File: config.mk
export PLATFORM = sky130hd
export DESIGN_NAME = fx_round_pipe
export DESIGN_NICKNAME = d
export VERILOG_FILES = /design/src/rtl/fx_round_pipe.sv
export SDC_FILE = /design/constraint.sdc
export NUM_CORES = 1
export LEC_CHECK = 0
export ABC_AREA = 1
export CORE_MARGIN = 4
export CORE_UTILIZATION = 47
export CTS_BUF_LIST = sky130_fd_sc_hd__clkbuf_4
export CTS_CLUSTER_DIAMETER = 60
export DETAILED_ROUTE_END_ITERATION = 10
export GPL_TIMING_DRIVEN = 1
export PLACE_DENSITY = 0.89
export SLEW_MARGIN = 40
export SYNTH_ARGS = -nofsm -noshare
export SYNTH_HDL_FRONTEND = slang
export SYNTH_SLANG_ARGS = --single-unit
File: constraint.sdc
create_clock -name clk -period 2.75 [get_ports clk]
set_input_delay 0.275 -clock clk [delete_from_list [all_inputs] [get_ports clk]]
set_output_delay 0.275 -clock clk [all_outputs]
set_load 0.01 [all_outputs]
File: src/rtl/fx_round_pipe.sv
// Signed Q(WI).(WF) rounder (floor/ceil/half-up/trunc) with overflow flag and saturating event count; FX_ROUND_SATURATE_EN clamps instead of wrapping.
// Latency: 2 cycles from input transfer to out_valid, one sample per cycle.
// Backpressure: valid/ready skid-free pipeline; in_ready = !s1_valid || !s2_valid || out_ready.
module fx_round_pipe #(
    parameter int WI   = 8,
    parameter int WF   = 32,
    parameter int CNTW = 16
) (
    input  logic               clk,
    input  logic               rst,
    input  logic               in_valid,
    output logic               in_ready,
    input  logic [WI+WF-1:0]   A,
    input  logic [1:0]         mode,
    output logic               out_valid,
    input  logic               out_ready,
    output logic [WI+WF-1:0]   rout,
    output logic               oflag,
    output logic [CNTW-1:0]    ovf_count
);
    localparam int W = WI + WF;
    localparam logic [WI-1:0]   INT_MAX = {1'b0, {(WI-1){1'b1}}};
    localparam logic [WI-1:0]   INT_MIN = {1'b1, {(WI-1){1'b0}}};
    localparam logic [CNTW-1:0] CNT_MAX = '1;
    localparam logic [CNTW-1:0] CNT_ONE = {{(CNTW-1){1'b0}}, 1'b1};

    logic          s1_valid;
    logic [WI-1:0] s1_int;
    logic          s1_fnz;
    logic          s1_fh;
    logic [1:0]    s1_mode;

    logic          s2_valid;
    logic [W-1:0]  s2_rout;
    logic          s2_oflag;

    logic          en1, en2;
    logic          inc;
    logic          ovf;
    logic [WI:0]   sum;
    logic [WI-1:0] res_int;

    assign en2      = !s2_valid || out_ready;
    assign en1      = !s1_valid || en2;
    assign in_ready = en1;

    always_comb begin
        inc = 1'b0;
        case (s1_mode)
            2'b00:   inc = 1'b0;
            2'b01:   inc = s1_fnz;
            2'b10:   inc = s1_fh;
            default: inc = s1_fnz && s1_int[WI-1];
        endcase
    end

    // Only the max positive integer can carry out of range; negatives never overflow upward.
    assign sum = {s1_int[WI-1], s1_int} + {{WI{1'b0}}, inc};
    assign ovf = inc && (s1_int == INT_MAX);

    always_comb begin
        res_int = sum[WI-1:0];
        if (ovf) begin
`ifdef FX_ROUND_SATURATE_EN
            res_int = INT_MAX;
`else
            res_int = INT_MIN;
`endif
        end
    end

    always_ff @(posedge clk) begin
        if (rst) begin
            s1_valid  <= 1'b0;
            s1_int    <= '0;
            s1_fnz    <= 1'b0;
            s1_fh     <= 1'b0;
            s1_mode   <= 2'b00;
            s2_valid  <= 1'b0;
            s2_rout   <= '0;
            s2_oflag  <= 1'b0;
            ovf_count <= '0;
        end else begin
            if (en1) begin
                s1_valid <= in_valid;
                s1_int   <= A[W-1:WF];
                s1_fnz   <= |A[WF-1:0];
                s1_fh    <= A[WF-1];
                s1_mode  <= mode;
            end
            if (en2) begin
                s2_valid <= s1_valid;
                s2_rout  <= {res_int, {WF{1'b0}}};
                s2_oflag <= s1_valid && ovf;
            end
            if (s2_valid && out_ready && s2_oflag && (ovf_count != CNT_MAX))
                ovf_count <= ovf_count + CNT_ONE;
        end
    end

    assign out_valid = s2_valid;
    assign rout      = s2_rout;
    assign oflag     = s2_oflag;
endmodule

# ---- Word level (Yosys, flattened, before mapping)
# Cells that the tools add are included.
dict set report word_totals {
  ff_bits 39
  inputBits 46
  out_inout_bits 59
  wordCells 29
}
dict set report classes {
  n_addsub 2
  n_eq_ne 4
  mux 2
  n_reduce_logical 12
}
# operator count
set ops {}
lappend ops {{$reduce_or A32 Y1} 1}
lappend ops {{$add A16 B1 Y16 const B} 1}
lappend ops {{$ne A16 B16 Y1 const B} 1}
lappend ops {{$add A8 B2 Y8} 1}
lappend ops {{$eq A8 B7 Y1 const B} 1}
lappend ops {{$mux W8} 1}
lappend ops {{$logic_and A1 B1 Y1} 6}
lappend ops {{$pmux W1 S3} 1}
lappend ops {{$eq A2 B1 Y1 const B} 1}
lappend ops {{$eq A2 B2 Y1 const B} 1}
lappend ops {{$logic_not A1 Y1} 2}
lappend ops {{$logic_not A2 Y1} 1}
lappend ops {{$logic_or A1 B1 Y1} 2}

# ---- Depth between registers and ports, before layout
# Gate-level depths: netlist (run 1).
dict set report depth {
  word_depth 4
  ltp_mapped 11
  depth_no_buf 11
}

# ---- Worst setup path after synthesis (run 1)
# No wires, ideal clock.
dict set report synth_timing {
  kind {flip-flop to flip-flop}
  start {register ovf_count[0]}
  end {register ovf_count[7]}
  setup_time_ns 0.138
  arrival_time_ns 1.366
  slack_ns 1.246
  stages_incl_launch_ff 10
  cell_sequence {dfxtp_1 ha_1 nand2_1 nor2_4 nand2_2 nor2_2 nor2_4 buf_6 nand2_1 a21oi_2}
}
dict set report synth_between {
  elab_chain_cells 2
  elab_cells_between_ends 3
  cone_classes {add/sub (1); eq/ne (1); reduce/logical (1)}
}
# element line_no
set synth_lines {}
lappend synth_lines {{from (decl)} 19} ;# output logic [CNTW-1:0] ovf_count
lappend synth_lines {{from (signal assigned)} 97} ;# ovf_count <= ovf_count + CNT_ONE;
lappend synth_lines {{parallel branches: the longest is 2 deep, another holds $add A16 B1 Y16} n/a}
# Parallel ways; which one is timed is not known.
# A chain may end at the register's enable or synchronous reset.

# ---- Worst setup path in the final report (run 1)
dict set report layout_timing {
  start {register s1_valid}
  end {output in_ready}
}
dict set report layout_between {
  elab_chain_cells 2
}
# element line_no
set layout_lines {}
lappend layout_lines {{from (decl)} 27} ;# logic s1_valid;
lappend layout_lines {{from (signal assigned)} 85} ;# s1_valid <= in_valid;
lappend layout_lines {{$logic_not A1 Y1} 44} ;# assign en1 = !s1_valid || en2;
lappend layout_lines {{$logic_or A1 B1 Y1} 44}
lappend layout_lines {{to (decl)} 12} ;# output logic in_ready,
# Every way passes these cells.

==> results of run 1 <==
-- stage by stage --
stage	cell area [µm²]	worst slack [ns]	total power, W	std cells	hold WS [ns]
floorplan	2450	1.25	0.000713	372	0.356
global placement	2980	1.00	0.000768	472	0.454
detailed placement	2980	0.967	0.000773	472	0.458
CTS	3090	0.830	0.00126	480	0.450
global route	3090	0.697	0.00131	480	0.457
finish	3090	0.822	0.00125	480	0.467
-- sequential cells by signal, indices dropped and copies added, names as in the netlist --
| register | flops |
|---|---|
| ovf_count | 16 |
| s1_valid | 1 |
| s1_fh | 1 |
| rout | 8 |
| out_valid | 1 |
| s1_mode | 2 |
| s1_fnz | 1 |
| oflag | 1 |
| s1_int | 8 |
-- placed cells by master, fill, tap and decap left out, drive strengths merged --
cell type,instances
nand4,13
nand3,27
o21ai,5
inv,24
ha,3
clkdlybuf4s50,72
conb,32
xnor2,2
nor4,2
or2,2
clkbuf,6
bufinv,2
nor2,48
buf,3
a21oi,32
nand3b,2
nand2,92
xor2,6
o21bai,1
dfxtp,39
-- path summary, 6_finish.rpt --
check | from | end | slack, ns | depth (start not counted)
worst max-delay path | s1_valid | in_ready | 0.82 | 2
worst min register to register | rout[35] | rout[35] | 0.47 | 2
worst min-delay path | in_valid | s1_valid | 0.47 | 3
worst max register to register | ovf_count[0] | ovf_count[2] | 0.95 | 7
-- critical path: cells and delay by family (launching register included) --
family | cells | cell delay (ns)
flip-flops | 1 | 0.66
buffers and inverters | 1 | 0.50
AND/OR/NAND/NOR | 1 | 0.15
-- layout make-up --
| cell class | instances | area, µm² | area share, % |
|---|---|---|---|
| Clock buffer | 6 | 45.0 | 1.46 |
| Clock inverter | 2 | 60.1 | 1.94 |
| Inverter | 24 | 90.1 | 2.92 |
| Multi-Input combinational cell | 267 | 1290 | 41.6 |
| Sequential cell | 39 | 781 | 25.3 |
| Tap cell | 67 | 83.8 | 2.71 |
| Timing Repair Buffer | 75 | 743 | 24.1 |
-- logic make-up after synthesis --
| family | count (synthesis) |
|---|---|
| flip-flops | 39 |
| buffers and inverters | 66 |
| XOR/XNOR | 8 |
| other | 1 |
| AND/OR/NAND/NOR | 186 |
| AO/OA/AOI/OAI | 38 |
| adder cells (fa/ha/maj) | 3 |
-- power groups by stage --
| stage | combinational (W) | clock (W) | sequential (W) |
|---|---|---|---|
| 2_1_floorplan | 0.000103 | 0 | 0.000610 |
| 6_report | 0.000162 | 0.000487 | 0.000600 |
| 4_1_cts | 0.000161 | 0.000500 | 0.000600 |
| 5_1_grt | 0.000178 | 0.000531 | 0.000604 |
| 3_5_place_dp | 0.000160 | 0 | 0.000613 |
| 3_3_place_gp | 0.000157 | 0 | 0.000611 |
-- per-layer routing --
metal | vias to the layer above | global-route usage, %
met5 | - | 0
met3 | 8 | 5.96
met1 | 1021 | 23.4
met4 | 0 | 5.77
li1 | 1171 | -
met2 | 71 | 35.2
==> flow_metrics.env, run 1 <==
export IMPL_crit_path_start_kind="flop"
export IMPL_grt_pass1_wl_um=10100
export IMPL_die_area_um2=6170
export IMPL_finalSetupTns_ns=0
export IMPL_die_width_um=78.5
export IMPL_vias_per_cell=4.73
export IMPL_grt_usage_pct=20.0
export IMPL_synth_top_cell_by_area="dfxtp_1"
export IMPL_cp_slowest_cell="dfxtp_1"
export IMPL_ys_types=27
export IMPL_antenna_left=0
export IMPL_switchingPower_w=0.000283
export IMPL_synth_async_sr_flop_share_pct=0
export IMPL_num_vias=2271
export IMPL_arrival_ns=1.65
export IMPL_worstPathRequired_ns=2.48
export IMPL_worstMarginPinSlew_ns=0.603
export IMPL_finalHoldViolations=0
export IMPL_worstSetupPathType="reg2out"
export IMPL_vdd_drop_max_v=0.000292
export IMPL_clock_fmax_ghz=0.519
export IMPL_utilization_pct=64.5
export IMPL_cts_max_level=2
export IMPL_hold_buffers=0
export IMPL_die_y_um=78.5
export IMPL_ys_warn_count=0
export IMPL_timing_critical_path_cells="nand2_1, clkdlybuf4s50_1"
export IMPL_cts_setup_buffers=0
export IMPL_highest_layer="met4"
export IMPL_cts_inserted_buffers=5
export IMPL_cts_buffer_depth=2
export IMPL_power_density_nw_per_um2=404
export IMPL_grt_pass1_vias=2268
export IMPL_pwr_share_comb_pct=13.0
export IMPL_coreArea_um2=4790
export IMPL_drt_iter0_drc=165
export IMPL_ys_seq_elements=39
export IMPL_relSlewSlack_pct=59.7
export IMPL_syn_to_final_growth_pct=32.2
export IMPL_cts_resized=0
export IMPL_leakage_nw=1.26
export IMPL_synth_mux_area_share_pct=0
export IMPL_place_gp_congestion=0.775
export IMPL_setup_viol=0
export IMPL_io_buffer_count=72
export IMPL_drc=0
export IMPL_fin_crit_ns=1.93
export IMPL_cts_root_buf="clkbuf_4"
export IMPL_hold_path_class="in2reg"
export IMPL_synth_area_leaders="dfxtp_1, nand2_1, buf_4"
export IMPL_rows=25
export IMPL_synth_top_family_by_area="simple AND/OR/NAND/NOR gates"
export IMPL_wl_met2_um=2960
export IMPL_clkSlewWorstSetupHoldPaths_ns=0.12
export IMPL_outcome="finished, final reports clean"
export IMPL_layout_nets=461
export IMPL_yosysSeqAreaShare_pct=33.4
export IMPL_synth_fa_ha_area_share_pct=1.61
export IMPL_p_int_w=0.000966
export IMPL_fillers=442
export IMPL_drt_wirelength_per_cell_um=12.0
export IMPL_clock_latency_ns=0.35
export IMPL_antenna_found_initial=0
export IMPL_avgSynthCellArea_um2=6.85
export IMPL_dr_pass1_iters=4
export IMPL_wl_met1_um=2360
export IMPL_seqPwrFrac_pct=48.0
export IMPL_overflow=0
export IMPL_rsz0062_at_grt="no"
export IMPL_cpPeakStageDelay_ns=0.66
export IMPL_synth_area_um2=2340
export IMPL_fin_crit_sh_pct=70.1
export IMPL_drv_cap=0
export IMPL_synth_common_cells="nand2_1, nor2_1, dfxtp_1"
export IMPL_antenna_cells=0
export IMPL_synth_xor_area_share_pct=3.00
export IMPL_grt_start_max_net_pins=21
export IMPL_synthCells=341
export IMPL_synth_compound_area_share_pct=10.0
export IMPL_start_util_pct=48.8
export IMPL_synth_flop_cell="dfxtp_1"
export IMPL_clock_sinks=39
export IMPL_endpoint_kind="output port"
export IMPL_slew_violations=0
export IMPL_drive_gt1_share_pct=8.72
export IMPL_synth_most_common_cell="nand2_1"
export IMPL_crit_fanout=13
export IMPL_fin_skew_ns=0.00976
export IMPL_dr_wl_met3_um=364
export IMPL_swShare_pct=22.7
export IMPL_drt_total_wl_um=5750
export IMPL_cts_tree="built"
export IMPL_clock_power_share_pct=39.0
export IMPL_netlist_area_leader_share_pct=33.4
export IMPL_dp_hpwl_um=4390
export IMPL_io_pins=105
export IMPL_yosys_area_share_simple_pct=35.3
export IMPL_synth_edf_count=0
Note: power is estimated with default switching activity, not from simulation.
==> run 2, diff against run 1 <==
Settings changed: CORE_UTILIZATION 47 to 43, PLACE_DENSITY 0.89 to 0.82.
Clock period 2.75 ns to 2 ns, I/O delays scaled along.
==> flow_metrics.env, run 2 (synthesized netlist as in run 1, its figures left out) <==
export IMPL_outcome="finished, final reports clean"
export IMPL_drt_total_wl_um=5630
export IMPL_start_util_pct=45.2
export IMPL_power_density_nw_per_um2=476
export IMPL_layout_nets=464
export IMPL_drt_wirelength_per_cell_um=11.6
export IMPL_drv_cap=0
export IMPL_arrival_ns=2.04
export IMPL_num_vias=2256
export IMPL_holdWs_ns=0.385
export IMPL_worstPathRequired_ns=2.28
export IMPL_die_width_um=81.7
export IMPL_rsz0062_at_grt="no"
export IMPL_fin_crit_ns=1.76
export IMPL_io_pins=105
export IMPL_antenna_found_initial=0
export IMPL_final_area_um2=3070
export IMPL_vias_per_cell=4.64
export IMPL_coreArea_um2=5170
export IMPL_pre_cts_ws_ns=0.289
export IMPL_setup_viol=0
export IMPL_grt_usage_pct=17.2
export IMPL_grt_start_max_net_pins=21
export IMPL_cpPeakStageDelay_ns=0.43
export IMPL_overflow=0
export IMPL_clock_fmax_ghz=0.569
export IMPL_largest_reg_flops=16
export IMPL_worst_slack_ns=0.243
export IMPL_clock_sinks=39
export IMPL_worstSetupPathType="reg2reg"
export IMPL_place_gp_congestion=0.841
export IMPL_layout_commonest_cell="nand2_1"
export IMPL_dr_pass1_iters=4
export IMPL_rr_worst_depth=7
export IMPL_cp_slowest_cell="dfxtp_1"
export IMPL_hold_path_class="in2reg"
export IMPL_clock_latency_ns=0.35
export IMPL_grt_pass1_vias=2163
export IMPL_finalSetupTns_ns=0
export IMPL_dpl_instance_area_um2=3010
export IMPL_layout_common_cells="nand2_1, clkdlybuf4s50_1, nor2_1"
export IMPL_regMostFlops="ovf_count"
export IMPL_drt_iter0_drc=82
export IMPL_cts_setup_buffers=0
export IMPL_clkSlewWorstSetupHoldPaths_ns=0.12
export IMPL_grt_pass1_wl_um=9160
export IMPL_p_total_w=0.00146
export IMPL_fin_skew_ns=0.0151
export IMPL_finalHoldViolations=0
export IMPL_crit_fanout=11
export IMPL_rows=26
export IMPL_cts_root_buf="clkbuf_4"
export IMPL_cts_tree="built"
export IMPL_cts_inserted_buffers=5
export IMPL_drc=0
export IMPL_io_buffer_count=72
export IMPL_cts_buffer_depth=2
export IMPL_dp_hpwl_um=4500
export IMPL_hold_buffers=0
export IMPL_die_y_um=81.7
export IMPL_die_area_um2=6680
export IMPL_slew_violations=0
export IMPL_fillers=493
export IMPL_cts_max_level=2
export IMPL_drive_gt1_share_pct=9.38
export IMPL_antenna_cells=0
export IMPL_syn_to_final_growth_pct=31.3
export IMPL_fin_crit_sh_pct=87.8
export IMPL_endpoint_kind="flop"
export IMPL_crit_path_start_kind="flop"
export IMPL_leakage_nw=1.25
export IMPL_cp_common_cell="nand2_1"
export IMPL_cts_resized=0
export IMPL_hold_depth=3
export IMPL_timing_critical_path_cells="ha_1, nand2_1, nor2_4, nand2_2, o21ai_2, nand2_1, a21oi_2"
export IMPL_antenna_left=0
export IMPL_vdd_drop_max_v=0.000339
run 2: cell types whose count changed in the layout (fill, tap and decap cells not counted):
cell and delta:
clkinv_2 +1, clkinvlp_4 +1, bufinv_16 -2, buf_4 +3
run 2: layout make-up:
cell class,instances,area [µm²],share of cell area [%]
clock buffers,6,45.0,1.47
multi-input cells,267,1290,41.9
flip-flops and latches,39,781,25.4
inverters,24,90.1,2.94
well taps,70,87.6,2.85
repair buffers,78,766,25.0
clock inverters,2,12.5,0.408
run 2: power by group:
part	internal (W)	leakage (nW)	switching [W]
registers	0.000802	0.319	0.0000182
clock network	0.000149	0.0317	0.000263
logic	0.000126	0.895	0.000103
run 2: worst max-delay path, delay by kind of cell, from the launching register on:
family / cells / cell delay (ns)
adders and majority gates: 1 / 0.24
and+or+nand+nor: 4 / 0.46
AOI/OAI and AO/OA: 2 / 0.57
DFF: 1 / 0.43
run 2: through the flow:
stage                     util [%]  std cells
final                         59.3        486
after detailed placement      58.2        478
after CTS                     59.3        486
after global placement        58.2        478
after floorplan                  -        372
after global routing          59.3        486
run 2: metal layers:
layer  routed length, µm  GRT usage (%)
met5                   0              0
met4                  66           5.32
met3                 331           4.39
met2                2880           31.0
met1                2360           19.7
run 2: final timing paths:
check	to	startpoint	slack [ns]
setup / recovery	ovf_count[5]	ovf_count[0]	0.24
hold / removal	s1_valid	in_valid	0.38
setup reg to reg	ovf_count[5]	ovf_count[0]	0.24
hold reg to reg	rout[32]	rout[32]	0.47
